## src/rtl/id_pipe.sv

```systemverilog
// id_pipe: RV32I decode stage with forwarding, load-use stall and one output register.
// Ports: clk_in/rst_in, flush_in, in_* request, rf_* reads, fwd_* sources, out_* bundle, stall_cnt.

package id_pipe_pkg;
    typedef enum logic [5:0] {
        CMD_NOP   = 6'd0,
        CMD_LUI   = 6'd1,
        CMD_AUIPC = 6'd2,
        CMD_JAL   = 6'd3,
        CMD_JALR  = 6'd4,
        CMD_BEQ   = 6'd5,
        CMD_BNE   = 6'd6,
        CMD_BLT   = 6'd7,
        CMD_BGE   = 6'd8,
        CMD_BLTU  = 6'd9,
        CMD_BGEU  = 6'd10,
        CMD_LB    = 6'd11,
        CMD_LH    = 6'd12,
        CMD_LW    = 6'd13,
        CMD_LBU   = 6'd14,
        CMD_LHU   = 6'd15,
        CMD_SB    = 6'd16,
        CMD_SH    = 6'd17,
        CMD_SW    = 6'd18,
        CMD_ADDI  = 6'd19,
        CMD_SLTI  = 6'd20,
        CMD_SLTIU = 6'd21,
        CMD_XORI  = 6'd22,
        CMD_ORI   = 6'd23,
        CMD_ANDI  = 6'd24,
        CMD_SLLI  = 6'd25,
        CMD_SRLI  = 6'd26,
        CMD_SRAI  = 6'd27,
        CMD_ADD   = 6'd28,
        CMD_SUB   = 6'd29,
        CMD_SLL   = 6'd30,
        CMD_SLT   = 6'd31,
        CMD_SLTU  = 6'd32,
        CMD_XOR   = 6'd33,
        CMD_SRL   = 6'd34,
        CMD_SRA   = 6'd35,
        CMD_OR    = 6'd36,
        CMD_AND   = 6'd37
    } cmd_e;
endpackage

module id_pipe
    import id_pipe_pkg::*;
#(
    parameter int XLEN        = 32,
    parameter int NUM_FWD     = 2,
    parameter int STALL_CNT_W = 16
) (
    input  logic                    clk_in,
    input  logic                    rst_in,
    input  logic                    flush_in,
    input  logic                    in_valid,
    output logic                    in_ready,
    input  logic [31:0]             in_pc,
    input  logic [31:0]             in_instr,
    output logic [4:0]              rf_rs1_addr,
    output logic [4:0]              rf_rs2_addr,
    input  logic [XLEN-1:0]         rf_rs1_data,
    input  logic [XLEN-1:0]         rf_rs2_data,
    input  logic [NUM_FWD-1:0]      fwd_valid,
    input  logic [NUM_FWD-1:0]      fwd_is_load,
    input  logic [5*NUM_FWD-1:0]    fwd_addr,
    input  logic [XLEN*NUM_FWD-1:0] fwd_data,
    output logic                    out_valid,
    input  logic                    out_ready,
    output logic [31:0]             out_pc,
    output logic [XLEN-1:0]         out_op1,
    output logic [XLEN-1:0]         out_op2,
    output logic [XLEN-1:0]         out_imm,
    output logic [4:0]              out_rd,
    output logic                    out_wr_rd,
    output logic [5:0]              out_cmd,
    output logic                    out_illegal,
    output logic [STALL_CNT_W-1:0]  stall_cnt
);

    logic [6:0]        opc;
    logic [2:0]        f3;
    logic [6:0]        f7;
    logic [4:0]        rs1;
    logic [4:0]        rs2;
    cmd_e              cmd;
    logic              ill;
    logic              wr;
    logic              use1;
    logic              use2;
    logic              is_shift;
    logic signed [31:0] imm32;
    logic [XLEN-1:0]   imm;
    logic              hit1, hit2, ld1, ld2;
    logic [XLEN-1:0]   fd1, fd2;
    logic [XLEN-1:0]   op1, op2;
    logic              hazard;
    logic              load;

    assign opc = in_instr[6:0];
    assign f3  = in_instr[14:12];
    assign f7  = in_instr[31:25];
    assign rs1 = in_instr[19:15];
    assign rs2 = in_instr[24:20];

    assign rf_rs1_addr = rs1;
    assign rf_rs2_addr = rs2;

    always_comb begin
        cmd      = CMD_NOP;
        ill      = 1'b0;
        wr       = 1'b0;
        use1     = 1'b0;
        use2     = 1'b0;
        is_shift = 1'b0;
        imm32    = '0;
        unique case (opc)
            7'b0110111: begin
                cmd   = CMD_LUI;
                wr    = 1'b1;
                imm32 = {in_instr[31:12], 12'b0};
            end
            7'b0010111: begin
                cmd   = CMD_AUIPC;
                wr    = 1'b1;
                imm32 = {in_instr[31:12], 12'b0};
            end
            7'b1101111: begin
                cmd   = CMD_JAL;
                wr    = 1'b1;
                imm32 = {{12{in_instr[31]}}, in_instr[19:12],
                         in_instr[20], in_instr[30:21], 1'b0};
            end
            7'b1100111: begin
                cmd   = CMD_JALR;
                wr    = 1'b1;
                use1  = 1'b1;
                imm32 = {{20{in_instr[31]}}, in_instr[31:20]};
                ill   = (f3 != 3'd0);
            end
            7'b1100011: begin
                use1  = 1'b1;
                use2  = 1'b1;
                imm32 = {{20{in_instr[31]}}, in_instr[7],
                         in_instr[30:25], in_instr[11:8], 1'b0};
                case (f3)
                    3'd0:    cmd = CMD_BEQ;
                    3'd1:    cmd = CMD_BNE;
                    3'd4:    cmd = CMD_BLT;
                    3'd5:    cmd = CMD_BGE;
                    3'd6:    cmd = CMD_BLTU;
                    3'd7:    cmd = CMD_BGEU;
                    default: ill = 1'b1;
                endcase
            end
            7'b0000011: begin
                wr    = 1'b1;
                use1  = 1'b1;
                imm32 = {{20{in_instr[31]}}, in_instr[31:20]};
                case (f3)
                    3'd0:    cmd = CMD_LB;
                    3'd1:    cmd = CMD_LH;
                    3'd2:    cmd = CMD_LW;
                    3'd4:    cmd = CMD_LBU;
                    3'd5:    cmd = CMD_LHU;
                    default: ill = 1'b1;
                endcase
            end
            7'b0100011: begin
                use1  = 1'b1;
                use2  = 1'b1;
                imm32 = {{20{in_instr[31]}}, in_instr[31:25], in_instr[11:7]};
                case (f3)
                    3'd0:    cmd = CMD_SB;
                    3'd1:    cmd = CMD_SH;
                    3'd2:    cmd = CMD_SW;
                    default: ill = 1'b1;
                endcase
            end
            7'b0010011: begin
                wr    = 1'b1;
                use1  = 1'b1;
                imm32 = {{20{in_instr[31]}}, in_instr[31:20]};
                case (f3)
                    3'd0: cmd = CMD_ADDI;
                    3'd2: cmd = CMD_SLTI;
                    3'd3: cmd = CMD_SLTIU;
                    3'd4: cmd = CMD_XORI;
                    3'd6: cmd = CMD_ORI;
                    3'd7: cmd = CMD_ANDI;
                    3'd1: begin
                        is_shift = 1'b1;
                        cmd      = CMD_SLLI;
                        ill      = (f7 != 7'b0000000);
                    end
                    default: begin
                        is_shift = 1'b1;
                        if (f7 == 7'b0000000)
                            cmd = CMD_SRLI;
                        else if (f7 == 7'b0100000)
                            cmd = CMD_SRAI;
                        else
                            ill = 1'b1;
                    end
                endcase
            end
            7'b0110011: begin
                wr   = 1'b1;
                use1 = 1'b1;
                use2 = 1'b1;
                if (f7 == 7'b0000000) begin
                    case (f3)
                        3'd0:    cmd = CMD_ADD;
                        3'd1:    cmd = CMD_SLL;
                        3'd2:    cmd = CMD_SLT;
                        3'd3:    cmd = CMD_SLTU;
                        3'd4:    cmd = CMD_XOR;
                        3'd5:    cmd = CMD_SRL;
                        3'd6:    cmd = CMD_OR;
                        default: cmd = CMD_AND;
                    endcase
                end else if (f7 == 7'b0100000) begin
                    case (f3)
                        3'd0:    cmd = CMD_SUB;
                        3'd5:    cmd = CMD_SRA;
                        default: ill = 1'b1;
                    endcase
                end else begin
                    ill = 1'b1;
                end
            end
            7'b0001111, 7'b1110011: begin
                cmd = CMD_NOP;
            end
            default: ill = 1'b1;
        endcase
        // Illegal words travel as inert bundles: no sources, no writeback.
        if (ill) begin
            cmd      = CMD_NOP;
            wr       = 1'b0;
            use1     = 1'b0;
            use2     = 1'b0;
            is_shift = 1'b0;
            imm32    = '0;
        end
    end

    assign imm = is_shift ? XLEN'(in_instr[24:20]) : XLEN'(imm32);

    // Scan oldest to youngest so the youngest matching slot wins.
    always_comb begin
        hit1 = 1'b0;
        ld1  = 1'b0;
        fd1  = '0;
        hit2 = 1'b0;
        ld2  = 1'b0;
        fd2  = '0;
        for (int i = NUM_FWD - 1; i >= 0; i--) begin
            if (fwd_valid[i] && fwd_addr[i*5 +: 5] == rs1) begin
                hit1 = 1'b1;
                ld1  = fwd_is_load[i];
                fd1  = fwd_data[i*XLEN +: XLEN];
            end
            if (fwd_valid[i] && fwd_addr[i*5 +: 5] == rs2) begin
                hit2 = 1'b1;
                ld2  = fwd_is_load[i];
                fd2  = fwd_data[i*XLEN +: XLEN];
            end
        end
    end

    assign op1 = (!use1 || rs1 == 5'd0) ? '0 : (hit1 ? fd1 : rf_rs1_data);
    assign op2 = (!use2 || rs2 == 5'd0) ? '0 : (hit2 ? fd2 : rf_rs2_data);

    assign hazard = (use1 && rs1 != 5'd0 && hit1 && ld1) ||
                    (use2 && rs2 != 5'd0 && hit2 && ld2);

    assign in_ready = !hazard && (!out_valid || out_ready) && !flush_in;
    assign load     = in_valid && in_ready;

    always_ff @(posedge clk_in or negedge rst_in) begin
        if (!rst_in) begin
            out_valid   <= 1'b0;
            out_pc      <= '0;
            out_op1     <= '0;
            out_op2     <= '0;
            out_imm     <= '0;
            out_rd      <= '0;
            out_wr_rd   <= 1'b0;
            out_cmd     <= '0;
            out_illegal <= 1'b0;
            stall_cnt   <= '0;
        end else begin
            if (flush_in) begin
                out_valid <= 1'b0;
            end else if (load) begin
                out_valid   <= 1'b1;
                out_pc      <= in_pc;
                out_op1     <= op1;
                out_op2     <= op2;
                out_imm     <= imm;
                out_rd      <= wr ? in_instr[11:7] : 5'd0;
                out_wr_rd   <= wr;
                out_cmd     <= cmd;
                out_illegal <= ill;
            end else if (out_ready) begin
                out_valid <= 1'b0;
            end
            if (in_valid && hazard && !flush_in && stall_cnt != '1)
                stall_cnt <= stall_cnt + STALL_CNT_W'(1);
        end
    end

endmodule

```

## config.mk

```make
export PLATFORM = sky130hd
export DESIGN_NAME = id_pipe
export DESIGN_NICKNAME = d
export VERILOG_FILES = /design/src/rtl/id_pipe.sv
export SDC_FILE = /design/constraint.sdc
export NUM_CORES = 1
export LEC_CHECK = 0
export BUFFER_PORTS_ARGS = -buffer_cell sky130_fd_sc_hd__buf_2
export CAP_MARGIN = 10
export CORE_AREA = 2 2 148 150
export CTS_CLUSTER_DIAMETER = 120
export CTS_CLUSTER_SIZE = 28
export DETAILED_ROUTE_END_ITERATION = 7
export DIE_AREA = 0 0 150 152
export PLACE_DENSITY = 0.8
export SLEW_MARGIN = 20
export SYNTH_ARGS = -nofsm -noshare
export SYNTH_HDL_FRONTEND = slang
export SYNTH_SLANG_ARGS = --single-unit
```

## constraint.sdc

```tcl
create_clock -name clk_in -period 4.7 [get_ports clk_in]
set_clock_uncertainty 0.15 [all_clocks]
set_input_delay 0.705 -clock clk_in [delete_from_list [all_inputs] [get_ports clk_in]]
set_output_delay 0.705 -clock clk_in [all_outputs]
set_load 0.01 [all_outputs]
```

==> impl_metrics.tcl <==
set metrics [dict create \
    status "finished, final reports clean" \
    met1_usage_pct 32.2 \
    io_buffers 379 \
    post_cts_resized 0 \
    synth_top_family_by_area "compound AO/OA/AOI/OAI gates" \
    row_count 54 \
    ys_seq_area_share_pct 45.1 \
    gp_congestion 0.955 \
    max_stage_delay_ns 0.74 \
    die-area_sq_um 22800 \
    routed_via_density 5.58 \
    synth_mux_area_share_pct 11.8 \
    antenna_found_initial 7 \
    met2_usage_pct 43.1 \
    cp-end-kind "output pin" \
    synth_compound_area_share_pct 22.1 \
    synth_edf_count 0 \
    overflow 0 \
    slowest_stage "nor4bb_1" \
    fin_tns_setup_ns 0 \
    cts_buffers 17 \
    core_area_sq_um 21400 \
    arrival_ns 3.02 \
    cts_buffer_depth 2 \
    postRouteAntennaNets 0 \
    setup_violations 0 \
    first_global_vias 8230 \
    power_density_nw_per_um2 298 \
    grt_max_degree 101 \
    fin_crit_ns 3.87 \
    drive_above_1_share_pct 42.1 \
    drv_slew 0 \
    met3_usage_pct 6.16 \
    route.detailed.drc 0 \
    ctsHoldBuffers 0 \
    yosysTopAreaCell "dfrtp_1" \
    ir_drop_mv 0.221 \
    synth_area_sq_um 8760 \
    post-cts-setup-buffers 0 \
    synth_xor_area_share_pct 3.80 \
    crit_end "in_ready" \
    synth_warnings 0 \
    vias 8304 \
    required_ns 3.85 \
    wl_per_cell_um 20.3 \
    grt-busiest-layer "met2" \
    synth.avg_cell_area_sq_um 10.3 \
    worstReg2RegEnd "stall_cnt[1]" \
    startpoint_type "input pin" \
    synth_seq_cells 158 \
    wl_mm 30.2 \
    regToRegSetupSlack_ns 2.04 \
    clk_pin_slew_worst_paths_ns 0.07 \
    syn_nets 1060 \
    die-height_um 152 \
    h-tree-depth 4 \
    ioPinCount 380 \
    tightest_slew_ns 0.930 \
    grt_use_total_pct 25.8 \
    cts.sinks 158 \
    crit_start "in_instr[3]" \
    crit_type "input pin to output pin" \
    nets 1401 \
    synth_flop_cell "dfrtp_1" \
    timing.rr.start "stall_cnt[6]" \
    path_max_fanout 19 \
    period_share_pct 82.4 \
    hold_path_class "input pin to async pin" \
    relSlewSlack_pct 38.0 \
    yosys.area_share.simple_pct 12.6 \
    synthDistinctLibCells 58 \
    synthTopCellsByArea "dfrtp_1, mux2i_1, o2bb2ai_2" \
    leakage_nw 5.57 \
    hpwl_mm 22.7 \
    netlist.area_leader.share_pct 45.1 \
    drtIter0Drc 498 \
    grt_pass1_wl_mm 45.8 \
    r2r_cells 7 \
    finalHoldViolations 0 \
    worstSkewPairLatency_ns 0.42 \
    grt_setup_unrepaired "false" \
    crit_top_cell "buf_2" \
    cts-root-buf "clkbuf_16" \
    cp_cell_sequence "buf_2 > nor4bb_1 > o211ai_1 > nand2b_1 > o221a_2 > nor2_1 > nor3_1 > buf_2" \
    area_delta_synth_final_pct 30.9 \
    synthArstFlopShare_pct 100 \
    maxCapViolCount 0 \
    die_w_um 150 \
    cts_tree "done" \
    firstDrtPassIters 5 \
    syn-instance-count 848 \
    max_freq_mhz 258 \
    postLayoutCoreUtil_pct 53.7 \
    initial_core_util_pct 41.0 \
    synth-adder-area-share_pct 0.257 \
]
[logic make-up after synthesis]
logic type | Yosys count
mux | 99
compound gates | 246
buf+inv | 81
flops | 158
xor+xnor | 38
fa+ha+maj | 2
simple gates | 224
[critical path, delay by kind of cell]
family	cells	cell delay [ns]
AOI/OAI and AO/OA	2	0.71
buffers and inverters	2	0.32
and+or+nand+nor	4	1.28
[state kept, by name (all words and copies together), names as in the netlist]
register / cells
out_imm: 32
out_cmd: 6
out_rd: 5
out_pc: 32
out_op1: 32
stall_cnt: 16
out_op2: 32
out_illegal: 1
out_valid: 1
out_wr_rd: 1
[Yosys cell counts, drive strengths merged (4+ instances only)]
cell type  count
nand2b         7
a21oi         86
nor2b         14
nand2         35
dfrtp        158
nand4          6
a22oi          6
a31oi          4
buf           33
and3           9
xnor2          7
o21ai         15
mux2i         64
mux2          35
a22o          15
clkbuf        41
or4            4
a221oi         4
a211oi         4
nand3         15
a2bb2oi       12
xor2          31
o2bb2ai       80
nor4          10
nor3          20
nor4b          4
nor2          88
inv            7
[per-stage QoR]
stage | total power, mW | hold WS, ns | instances | setup WS [ns] | instance area [sq um]
CTS | 3.46 | 0.253 | 1482 | 0.868 | 11400
finish | 3.42 | 0.198 | 1488 | 0.827 | 11500
detailed placement | 2.03 | 0.314 | 1450 | 0.689 | 10900
global placement | 2.02 | 0.308 | 1450 | 0.758 | 10900
global route | 3.56 | 0.269 | 1487 | 0.689 | 11500
floorplan | 1.75 | 0.259 | 848 | 1.08 | 8760
[power by group]
| group | switching (mW) | internal [mW] | leakage, nW |
|---|---|---|---|
| combinational | 0.305 | 0.239 | 3.16 |
| clock | 0.649 | 0.764 | 0.296 |
| sequential | 0.0399 | 1.43 | 2.11 |
[cell type report]
| type | count | area, sq um |
|---|---|---|
| diodes | 6 | 15.0 |
| clock buffers | 17 | 425 |
| clock inverters | 15 | 169 |
| fillers | 1943 | 9880 |
| inverters | 7 | 26.3 |
| multi-input cells | 609 | 4470 |
| flip-flops and latches | 158 | 3950 |
| well taps | 280 | 350 |
| repair buffers | 396 | 2060 |
[routing by layer]
layer	vias up	wire length, um
met5	-	7
met4	2	728
met3	42	2580
met2	428	14700
met1	4013	12200
li1	3819	-
[how the worst min path moves through the flow]
stage	cells past startpoint	slack, ns	end	start
6_report	1	0.20	out_pc[14]	rst_in
5_1_grt	1	0.27	out_pc[14]	rst_in
4_1_cts	1	0.25	out_pc[20]	rst_in
3_5_place_dp	1	0.31	out_wr_rd	out_wr_rd
3_3_place_gp	1	0.31	out_wr_rd	out_wr_rd
2_1_floorplan	0	0.26	out_cmd[0]	rst_in
[layout by cell type, fill, tap and decap left out, types with 17 or more instances in the layout]
cell / count
nor3_1: 19
xor2_1: 31
buf_2: 378
clkbuf_16: 17
mux2_2: 35
nor2_1: 88
mux2i_1: 64
o2bb2ai_2: 30
dfrtp_1: 158
a21oi_1: 85
nand2_1: 35
o2bb2ai_1: 50
(Power assumes the default switching activity.)
